### src/rtl/telemetry_check_mc.sv
// telemetry_check_mc
//   Multi-channel telemetry packet checker. Each packet carries a sequence
//   number in its low SEQ_W bits and a payload above it that must equal the
//   sequence number replicated upward. Every channel runs its own
//   IDLE/ACQ/OK lock machine with an inactivity timeout. It also keeps
//   saturating total and mismatch counters, which are read back through a
//   registered select port.
//
// Ports
//   clk          rising-edge clock
//   rst_n        asynchronous active-low reset
//   in_valid     packet strobe (at most one packet per cycle)
//   in_chan      channel of the packet
//   in_data      packet: {payload, seq}
//   clear        synchronous counter clear, applied to channels in clear_mask
//   clear_mask   per-channel clear enable
//   rd_sel       counter readback channel select
//   rd_total     total packet count of rd_sel (registered)
//   rd_mismatch  mismatch count of rd_sel (registered)
//   link_ok      per-channel lock flag (registered)
//   all_ok       AND of link_ok
//   err_pulse    one-cycle pulse on a bad packet or an out-of-range channel
module telemetry_check_mc #(
    parameter int NUM_CH     = 4,
    parameter int CH_W       = 2,
    parameter int DATA_W     = 88,
    parameter int SEQ_W      = 16,
    parameter int CNT_W      = 32,
    parameter int GOOD_LIMIT = 4,
    parameter int TIMEOUT    = 1024
) (
    input  logic              clk,
    input  logic              rst_n,
    input  logic              in_valid,
    input  logic [CH_W-1:0]   in_chan,
    input  logic [DATA_W-1:0] in_data,
    input  logic              clear,
    input  logic [NUM_CH-1:0] clear_mask,
    input  logic [CH_W-1:0]   rd_sel,
    output logic [CNT_W-1:0]  rd_total,
    output logic [CNT_W-1:0]  rd_mismatch,
    output logic [NUM_CH-1:0] link_ok,
    output logic              all_ok,
    output logic              err_pulse
);

    localparam int PAY_W = DATA_W - SEQ_W;
    localparam int REP   = PAY_W / SEQ_W + 1;
    localparam int GC_W  = $clog2(GOOD_LIMIT + 1);
    localparam int IC_W  = $clog2(TIMEOUT);

    typedef enum logic [1:0] {
        ST_IDLE,
        ST_ACQ,
        ST_OK
    } state_t;

    state_t           state     [NUM_CH];
    logic [SEQ_W-1:0] exp_seq   [NUM_CH];
    logic [GC_W-1:0]  good_cnt  [NUM_CH];
    logic [IC_W-1:0]  idle_cnt  [NUM_CH];
    logic [CNT_W-1:0] total_cnt [NUM_CH];
    logic [CNT_W-1:0] mism_cnt  [NUM_CH];

    logic [SEQ_W-1:0]     pkt_seq;
    logic [REP*SEQ_W-1:0] seq_rep;
    logic                 pay_ok;
    logic                 chan_ok;
    logic [NUM_CH-1:0]    hit;
    logic [NUM_CH-1:0]    good;
    logic [CNT_W-1:0]     rd_total_nxt;
    logic [CNT_W-1:0]     rd_mismatch_nxt;

    assign pkt_seq = in_data[SEQ_W-1:0];
    assign seq_rep = {REP{pkt_seq}};
    assign pay_ok  = (in_data[DATA_W-1:SEQ_W] == seq_rep[PAY_W-1:0]);
    assign chan_ok = (32'(in_chan) < NUM_CH);
    assign all_ok  = &link_ok;

    // In IDLE any sequence number is accepted; only the payload is judged.
    always_comb begin
        hit             = '0;
        good            = '0;
        rd_total_nxt    = '0;
        rd_mismatch_nxt = '0;
        for (int unsigned c = 0; c < NUM_CH; c++) begin
            hit[c]  = in_valid && (32'(in_chan) == c);
            good[c] = pay_ok && ((state[c] == ST_IDLE) || (pkt_seq == exp_seq[c]));
            if (32'(rd_sel) == c) begin
                rd_total_nxt    = total_cnt[c];
                rd_mismatch_nxt = mism_cnt[c];
            end
        end
    end

    always_ff @(posedge clk or negedge rst_n) begin
        if (!rst_n) begin
            for (int unsigned c = 0; c < NUM_CH; c++) begin
                state[c]     <= ST_IDLE;
                exp_seq[c]   <= '0;
                good_cnt[c]  <= '0;
                idle_cnt[c]  <= '0;
                total_cnt[c] <= '0;
                mism_cnt[c]  <= '0;
            end
            link_ok     <= '0;
            err_pulse   <= 1'b0;
            rd_total    <= '0;
            rd_mismatch <= '0;
        end else begin
            err_pulse   <= in_valid && (!chan_ok || |(hit & ~good));
            rd_total    <= rd_total_nxt;
            rd_mismatch <= rd_mismatch_nxt;

            for (int unsigned c = 0; c < NUM_CH; c++) begin
                // Counters: clear wins over the increment of the same cycle.
                if (clear && clear_mask[c]) begin
                    total_cnt[c] <= '0;
                    mism_cnt[c]  <= '0;
                end else if (hit[c]) begin
                    if (total_cnt[c] != '1)
                        total_cnt[c] <= total_cnt[c] + 1'b1;
                    if (!good[c] && (mism_cnt[c] != '1))
                        mism_cnt[c] <= mism_cnt[c] + 1'b1;
                end

                if (hit[c]) begin
                    // Every packet, good or bad, resynchronises the expected sequence.
                    exp_seq[c]  <= pkt_seq + 1'b1;
                    idle_cnt[c] <= '0;
                    case (state[c])
                        ST_IDLE: begin
                            if (good[c]) begin
                                good_cnt[c] <= GC_W'(1);
                                if (GOOD_LIMIT == 1) begin
                                    state[c]   <= ST_OK;
                                    link_ok[c] <= 1'b1;
                                end else begin
                                    state[c]   <= ST_ACQ;
                                end
                            end
                        end
                        ST_ACQ: begin
                            if (good[c]) begin
                                good_cnt[c] <= good_cnt[c] + 1'b1;
                                if (32'(good_cnt[c]) + 32'd1 >= GOOD_LIMIT) begin
                                    state[c]   <= ST_OK;
                                    link_ok[c] <= 1'b1;
                                end
                            end else begin
                                good_cnt[c] <= '0;
                            end
                        end
                        ST_OK: begin
                            if (!good[c]) begin
                                state[c]    <= ST_ACQ;
                                good_cnt[c] <= '0;
                                link_ok[c]  <= 1'b0;
                            end
                        end
                        default: begin
                            state[c]   <= ST_IDLE;
                            link_ok[c] <= 1'b0;
                        end
                    endcase
                end else if (idle_cnt[c] == IC_W'(TIMEOUT - 1)) begin
                    // Timed out: drop lock and hold the idle count (no wrap).
                    state[c]    <= ST_IDLE;
                    good_cnt[c] <= '0;
                    link_ok[c]  <= 1'b0;
                end else begin
                    idle_cnt[c] <= idle_cnt[c] + 1'b1;
                end
            end
        end
    end

endmodule

### config.mk
export PLATFORM = sky130hd
export DESIGN_NAME = telemetry_check_mc
export DESIGN_NICKNAME = d
export VERILOG_FILES = /design/src/rtl/telemetry_check_mc.sv
export SDC_FILE = /design/constraint.sdc
export NUM_CORES = 1
export LEC_CHECK = 0
export BUFFER_PORTS_ARGS = -buffer_cell sky130_fd_sc_hd__buf_2
export CAP_MARGIN = 10
export CORE_MARGIN = 2
export CORE_UTILIZATION = 25
export DETAILED_ROUTE_END_ITERATION = 8
export PLACE_DENSITY = 0.43
export SYNTH_ARGS = -nofsm -noshare
export SYNTH_HDL_FRONTEND = slang
export SYNTH_SLANG_ARGS = --single-unit
### constraint.sdc
create_clock -name clk -period 5.76 [get_ports clk]
set_input_delay 1.152 -clock clk [delete_from_list [all_inputs] [get_ports clk]]
set_output_delay 1.152 -clock clk [all_outputs]
set_load 0.02 [all_outputs]
==> impl_metrics.env, run 1 <==
export IMPL_status="finished, final reports clean"
export IMPL_postCtsHoldBufs=0
export IMPL_gp_congestion=0.836
export IMPL_synth_edf_count=0
export IMPL_hold_violations=0
export IMPL_post_cts_buffers=0
export IMPL_grt_pass1_wl_um=116000
export IMPL_fin_skew_ps=25.7
export IMPL_dp_cells=3800
export IMPL_crit_path_end_kind="flip-flop"
export IMPL_hold_path_class="flip-flop to flip-flop"
export IMPL_synth_main_ff_cell="dfrtp_1"
export IMPL_synth_seq_cells=449
export IMPL_clock_latency_ps=640
export IMPL_reg2reg_depth=9
export IMPL_syn_inst=2457
export IMPL_port_buffers=169
export IMPL_postLayoutCoreUtil_pct=29.6
export IMPL_ant_nets=0
export IMPL_wl_per_cell_um=19.1
export IMPL_fin_crit_ps=4050
export IMPL_grt_total_usage_pct=15.1
export IMPL_min_path_cells=2
export IMPL_first_global_vias=19361
export IMPL_path_clk_slew_ps=60
export IMPL_nets=2725
export IMPL_dr_pass1_iters=5
export IMPL_initialDrtViolationCount=1215
export IMPL_worstPathArrival_ps=4590
export IMPL_cts_buffers=55
export IMPL_synth_cell_types=70
export IMPL_avgSynthCellArea_sq_um=9.76
export IMPL_finalWirelength_um=74500
export IMPL_cts_tree="built"
export IMPL_fin_cells=3903
export IMPL_route_detailed_drc=0
export IMPL_worstMarginPinSlew_ps=1050
export IMPL_post_cts_resized=0
export IMPL_finalMaxSlewViolations=0
export IMPL_async_flop_share_pct=100
export IMPL_clock_sinks=449
export IMPL_yosys_warnings=0
export IMPL_vias=19087
export IMPL_fp_dieH_um=314
export IMPL_cts_root_buf="clkbuf_16"
export IMPL_rsz0062_at_grt="no"
export IMPL_worstPathMaxFanout=33
export IMPL_syn_area_sq_um=24000
export IMPL_critPathKind="input pin to flip-flop"
export IMPL_peakVddDrop_v=0.000212
export IMPL_layout_drive_gt1_share_pct=14.5
export IMPL_clockBufferDepth=3
export IMPL_rows=113
export IMPL_grt_ovfl_total=0
export IMPL_fmax_mhz=247
export IMPL_grt_antenna_before_repair=6
export IMPL_start_util_pct=25.2
export IMPL_yosysSeqAreaShare_pct=46.9
export IMPL_dieArea_sq_um=98400
export IMPL_grt_max_degree=119
export IMPL_cap_violations=0
export IMPL_synth_nets=2590
export IMPL_core_sq_um=95000
export IMPL_setup_violations=0
export IMPL_relSlewSlack_pct=29.4
export IMPL_dp_hpwl_um=52700
export IMPL_min_period_over_period_pct=70.3
export IMPL_pin_count=170
export IMPL_p_leak_nw=12.0
export IMPL_syn2layout_area_growth_pct=17.2
export IMPL_p_per_area_nw_per_um2=282
export IMPL_fp_dieW_um=314
export IMPL_critPathLaunchType="input pin"
export IMPL_tns_ps=0
export IMPL_htree_num_levels=2
export IMPL_cp_data_required_time_ps=6300
export IMPL_via_per_inst=4.89
flip-flops by register name, summed over array words and instances (netlist names):
register     count
mism_cnt       128
good_cnt        12
rd_mismatch     32
total_cnt      128
link_ok          4
state            8
exp_seq         64
rd_total        32
idle_cnt        40
err_pulse        1
cell usage in the layout, fill, tap and decap left out, types with 6 or more instances in the layout:
master / n
xor2_1: 190
mux4_2: 64
inv_1: 44
nand3_1: 136
a21o_1: 6
ha_1: 33
clkinvlp_4: 6
nor3_1: 59
xnor2_1: 127
and2_1: 20
a21oi_1: 72
clkbuf_16: 55
a31o_2: 8
clkbuf_8: 15
or3_1: 54
nor2_1: 287
mux2i_1: 15
and3_1: 65
o211ai_1: 14
or4_1: 23
and4_1: 27
nand4_1: 84
buf_4: 30
nor4_1: 47
clkinv_2: 6
buf_2: 167
clkbuf_1: 12
o21ai_0: 123
nand2_1: 269
dfrtp_1: 449
a31oi_1: 10
per-stage QoR:
stage | power, mW | hold slack (ps) | cell area (sq um) | setup WS, ps
final | 7.93 | 500 | 28100 | 1710
after global routing | 8.34 | 524 | 28100 | 1550
after CTS | 8.07 | 503 | 28100 | 1770
after detailed placement | 4.44 | 489 | 26200 | 1110
after global placement | 4.40 | 482 | 26200 | 1170
after floorplan | 4.07 | 463 | 24000 | 1800
worst paths after layout:
kind	start	slack (ps)	to
max in group asynchronous	rst_n	3920	exp_seq[56]
min reg2reg	exp_seq[5]	500	exp_seq[5]
min	exp_seq[5]	500	exp_seq[5]
max	in_data[4]	1710	mism_cnt[81]
min in group asynchronous	rst_n	600	total_cnt[22]
max reg2reg	mism_cnt[67]	2380	mism_cnt[81]
cells in the mapped netlist, drive strengths merged, types with 3 or more instances:
| master | count | area share [%] |
|---|---|---|
| o21ai | 127 | 2.7 |
| mux2i | 15 | 0.63 |
| a41oi | 3 | 0.11 |
| ha | 33 | 1.7 |
| nand2 | 269 | 4.2 |
| a21oi | 72 | 1.5 |
| a211o | 3 | 0.11 |
| a2111oi | 4 | 0.15 |
| a22oi | 4 | 0.13 |
| or3 | 54 | 1.4 |
| clkbuf | 96 | 1.5 |
| xor2 | 190 | 6.9 |
| inv | 44 | 0.69 |
| xnor2 | 127 | 4.6 |
| a41o | 4 | 0.17 |
| or2 | 6 | 0.16 |
| and2 | 27 | 0.70 |
| a21o | 6 | 0.19 |
| nor2 | 287 | 4.5 |
| or4 | 23 | 0.72 |
| mux4 | 64 | 6.0 |
| nor4b | 4 | 0.15 |
| nand4 | 84 | 2.2 |
| a31oi | 10 | 0.26 |
| nor3 | 61 | 1.3 |
| buf | 27 | 0.54 |
| dfrtp | 449 | 47 |
| o31ai | 7 | 0.26 |
| nor4 | 48 | 1.3 |
| and3 | 65 | 1.7 |
| nand3b | 5 | 0.16 |
| and4 | 27 | 0.99 |
| nand2b | 5 | 0.13 |
| nor3b | 6 | 0.19 |
| o311ai | 3 | 0.11 |
| a211oi | 5 | 0.16 |
| a32o | 4 | 0.17 |
| a31o | 8 | 0.29 |
| o211ai | 15 | 0.49 |
| nand3 | 136 | 2.8 |
final cells by class:
type	count	area, sq um
Timing Repair Buffer	201	1140
Inverter	44	165
Multi-Input combinational cell	1841	12100
Fill cell	9958	66900
Sequential cell	449	11200
Clock inverter	19	223
Clock buffer	82	1630
Antenna cell	2	5.00
Tap cell	1265	1580
power breakdown:
group	leakage, nW	internal (mW)	switching (mW)
Clock	0.895	2.09	1.47
Combinational	5.02	0.317	0.543
Sequential	6.13	3.34	0.172
worst max-delay path: stages:
cell and delay (ps):
buf_2 310, xor2_1 110, a2111oi_0 630, nand2_1 150
or4_1 920, o31ai_4 330, buf_4 410, nor3_1 160
a21o_1 240, a21oi_1 120
logic make-up after synthesis:
logic type / count (synthesis) / share of synthesized area [%]
AO/OA/AOI/OAI: 296 / 7.56
XOR/XNOR: 317 / 11.6
adder cells (fa/ha/maj): 33 / 1.72
buffers and inverters: 167 / 2.73
flip-flops: 449 / 46.9
multiplexers: 80 / 6.69
AND/OR/NAND/NOR: 1115 / 22.8
per-layer routing:
layer | track usage (%) | vias to the layer above | wire, um
met5 | 0 | - | 0
met4 | 4.07 | 0 | 1750
met3 | 1.99 | 95 | 3090
met2 | 24.4 | 401 | 34800
met1 | 21.0 | 9628 | 34900
li1 | - | 8963 | -
Power figures use the tool's default switching activity.
==> run 2, diff against run 1 <==
Settings changed: ABC_AREA from default to 1, PLACE_DENSITY 0.43 to 0.44.
Clock period 5.76 ns to 3.7 ns, I/O delays scaled along.
==> impl_metrics.env, run 2 <==
export IMPL_status="finished, final reports clean"
export IMPL_use_met2_pct=29.2
export IMPL_cts_buffers=57
export IMPL_synth_edf_count=0
export IMPL_nets=4394
export IMPL_grt_antenna_before_repair=2
export IMPL_grt_pass1_wl_um=163000
export IMPL_clockBufferDepth=3
export IMPL_met3_usage_pct=2.14
export IMPL_reg_top3="mism_cnt (128), total_cnt (128), exp_seq (64)"
export IMPL_synthAdderAreaFrac_pct=1.44
export IMPL_yosys_area_share_simple_pct=35.3
export IMPL_cp_data_required_time_ps=4280
export IMPL_synthXorXnorAreaFrac_pct=6.02
export IMPL_syn2layout_area_growth_pct=16.3
export IMPL_start_util_pct=25.1
export IMPL_synth_mux_area_share_pct=0
export IMPL_synth_main_ff_cell="dfrtp_1"
export IMPL_setup_violations=0
export IMPL_synth_seq_cells=449
export IMPL_postCtsHoldBufs=1
export IMPL_core_sq_um=114000
export IMPL_path_cells="ha_1 > nand2_1 > nor3_1 > nand3b_1 > nor4_1 > nand4_1 > nand3_2 > buf_4 > nand3_1 > nand2_1"
export IMPL_worstMarginPinSlew_ps=893
export IMPL_post_cts_buffers=0
export IMPL_avgSynthCellArea_sq_um=6.96
export IMPL_groute_layer_met1_usage_pct=24.9
export IMPL_initialDrtViolationCount=2225
export IMPL_route_detailed_drc=0
export IMPL_fp_dieH_um=342
export IMPL_fin_crit_ps=2840
export IMPL_port_buffers=169
export IMPL_synth_cell_types=53
export IMPL_synth_top_family_by_area="simple AND/OR/NAND/NOR gates"
export IMPL_htree_num_levels=2
export IMPL_syn_inst=4116
export IMPL_dieArea_sq_um=117000
export IMPL_fp_dieW_um=342
export IMPL_dr_pass1_iters=6
export IMPL_crit_path_end_kind="flip-flop"
export IMPL_yosys_warnings=0
export IMPL_synth_top_area_share_pct=39.2
export IMPL_yosysSeqAreaShare_pct=39.2
export IMPL_grt_busiest_layer="met2"
export IMPL_ant_nets=0
export IMPL_grt_max_degree=87
export IMPL_synthTopCellsByCount="nand2_1 (1250), nor2_1 (482), dfrtp_1 (449)"
export IMPL_crit_top_cell="nand2_1"
export IMPL_path_clk_slew_ps=60
export IMPL_power_mw=14.1
export IMPL_rows=124
export IMPL_tns_ps=0
export IMPL_mostFrequentLayoutCell="nand2_1"
export IMPL_final_cell_mix="nand2_1 (1245), nor2_1 (479), dfrtp_1 (449)"
export IMPL_dp_hpwl_um=81100
export IMPL_max_stage_delay_ps=420
export IMPL_grt_ovfl_total=0
export IMPL_hold_path_class="flip-flop to flip-flop"
export IMPL_post_cts_resized=0
export IMPL_crit_slowest_cell="dfrtp_1"
export IMPL_async_flop_share_pct=100
export IMPL_wl_per_cell_um=18.2
export IMPL_clock_sinks=449
export IMPL_critPathLaunchType="flip-flop"
export IMPL_ys_top_cells_by_area="dfrtp_1 (39%), nand2_1 (16%), nor2_1 (6.3%)"
export IMPL_layout_drive_gt1_share_pct=9.29
export IMPL_grt_total_usage_pct=17.8
export IMPL_first_global_vias=26427
export IMPL_cap_violations=0
export IMPL_worstPathMaxFanout=33
export IMPL_r2r_slack_ps=860
export IMPL_gp_congestion=0.894
export IMPL_via_per_inst=4.71
export IMPL_finalWirelength_um=106000
export IMPL_hold_violations=0
export IMPL_worstPathArrival_ps=3420
export IMPL_relSlewSlack_pct=40.4
export IMPL_syn_area_sq_um=28600
export IMPL_fin_skew_ps=36.4
export IMPL_n_fill_cell=12596
export IMPL_synth_compound_area_share_pct=9.59
export IMPL_fmax_mhz=353
export IMPL_synth_nets=4249
export IMPL_pin_count=170
export IMPL_rsz0062_at_grt="no"
export IMPL_peakVddDrop_v=0.000400
export IMPL_cts_tree="built"
export IMPL_yosysTopAreaCell="dfrtp_1"
export IMPL_yosysMostFrequentCell="nand2_1"
export IMPL_antennaDiodeCount=0
export IMPL_finalMaxSlewViolations=0
export IMPL_clock_latency_ps=660
export IMPL_vias=27407
export IMPL_p_leak_nw=14.7
export IMPL_critPathKind="flip-flop to flip-flop"
export IMPL_min_period_over_period_pct=76.6
export IMPL_p_per_area_nw_per_um2=424
export IMPL_cts_root_buf="clkbuf_16"
export IMPL_postLayoutCoreUtil_pct=29.2
## run 2: kinds of logic after synthesis
kind of cell,count (synthesis)
AO/OA/AOI/OAI,473
XOR/XNOR,197
buffers and inverters,597
adder cells (fa/ha/maj),33
flip-flops,449
AND/OR/NAND/NOR,2367
## run 2: stage by stage
| stage | setup WS, ps | instance area, sq um | hold slack, ps | cells |
|---|---|---|---|---|
| after detailed placement | 434 | 31300 | 474 | 5713 |
| after floorplan | 1300 | 28600 | 444 | 4116 |
| after CTS | 890 | 33300 | 488 | 5818 |
| after global placement | 418 | 31300 | 473 | 5713 |
| after global routing | 632 | 33300 | 526 | 5818 |
| final | 865 | 33300 | 483 | 5818 |
## run 2: worst paths after layout
path,start,end,cells past startpoint
max reg2reg,mism_cnt[0],mism_cnt[17],10
min reg2reg,total_cnt[79],total_cnt[79],1
min,total_cnt[79],total_cnt[79],1
max,mism_cnt[0],mism_cnt[17],10
max in group asynchronous,rst_n,mism_cnt[23],3
min in group asynchronous,rst_n,exp_seq[32],2
## run 2: layer usage
layer | share of wire [%] | wire length [um]
met4 | 2.1 | 2200
met1 | 47 | 49800
met3 | 4.9 | 5150
met5 | 0.0066 | 7
met2 | 46 | 48900
## run 2: layout make-up
cell class	count	area, sq um	share of cell area, %
Clock buffer	79	1640	4.92
Clock inverter	25	365	1.10
Inverter	451	1700	5.09
Sequential cell	449	11200	33.7
Timing Repair Buffer	232	1430	4.30
Tap cell	1512	1890	5.68
Multi-Input combinational cell	3070	15100	45.2
## run 2: where the power goes
part	internal [mW]	switching (mW)	total [mW]
clock network	3.53	2.42	5.95
logic	0.727	1.53	2.26
registers	5.41	0.515	5.93
## run 2: critical path: cells and delay by family, from the launching register on
kind	cells	cell delay [ps]
simple gates	8	1730
fa+ha+maj	1	190
flops	1	420
buf+inv	1	390
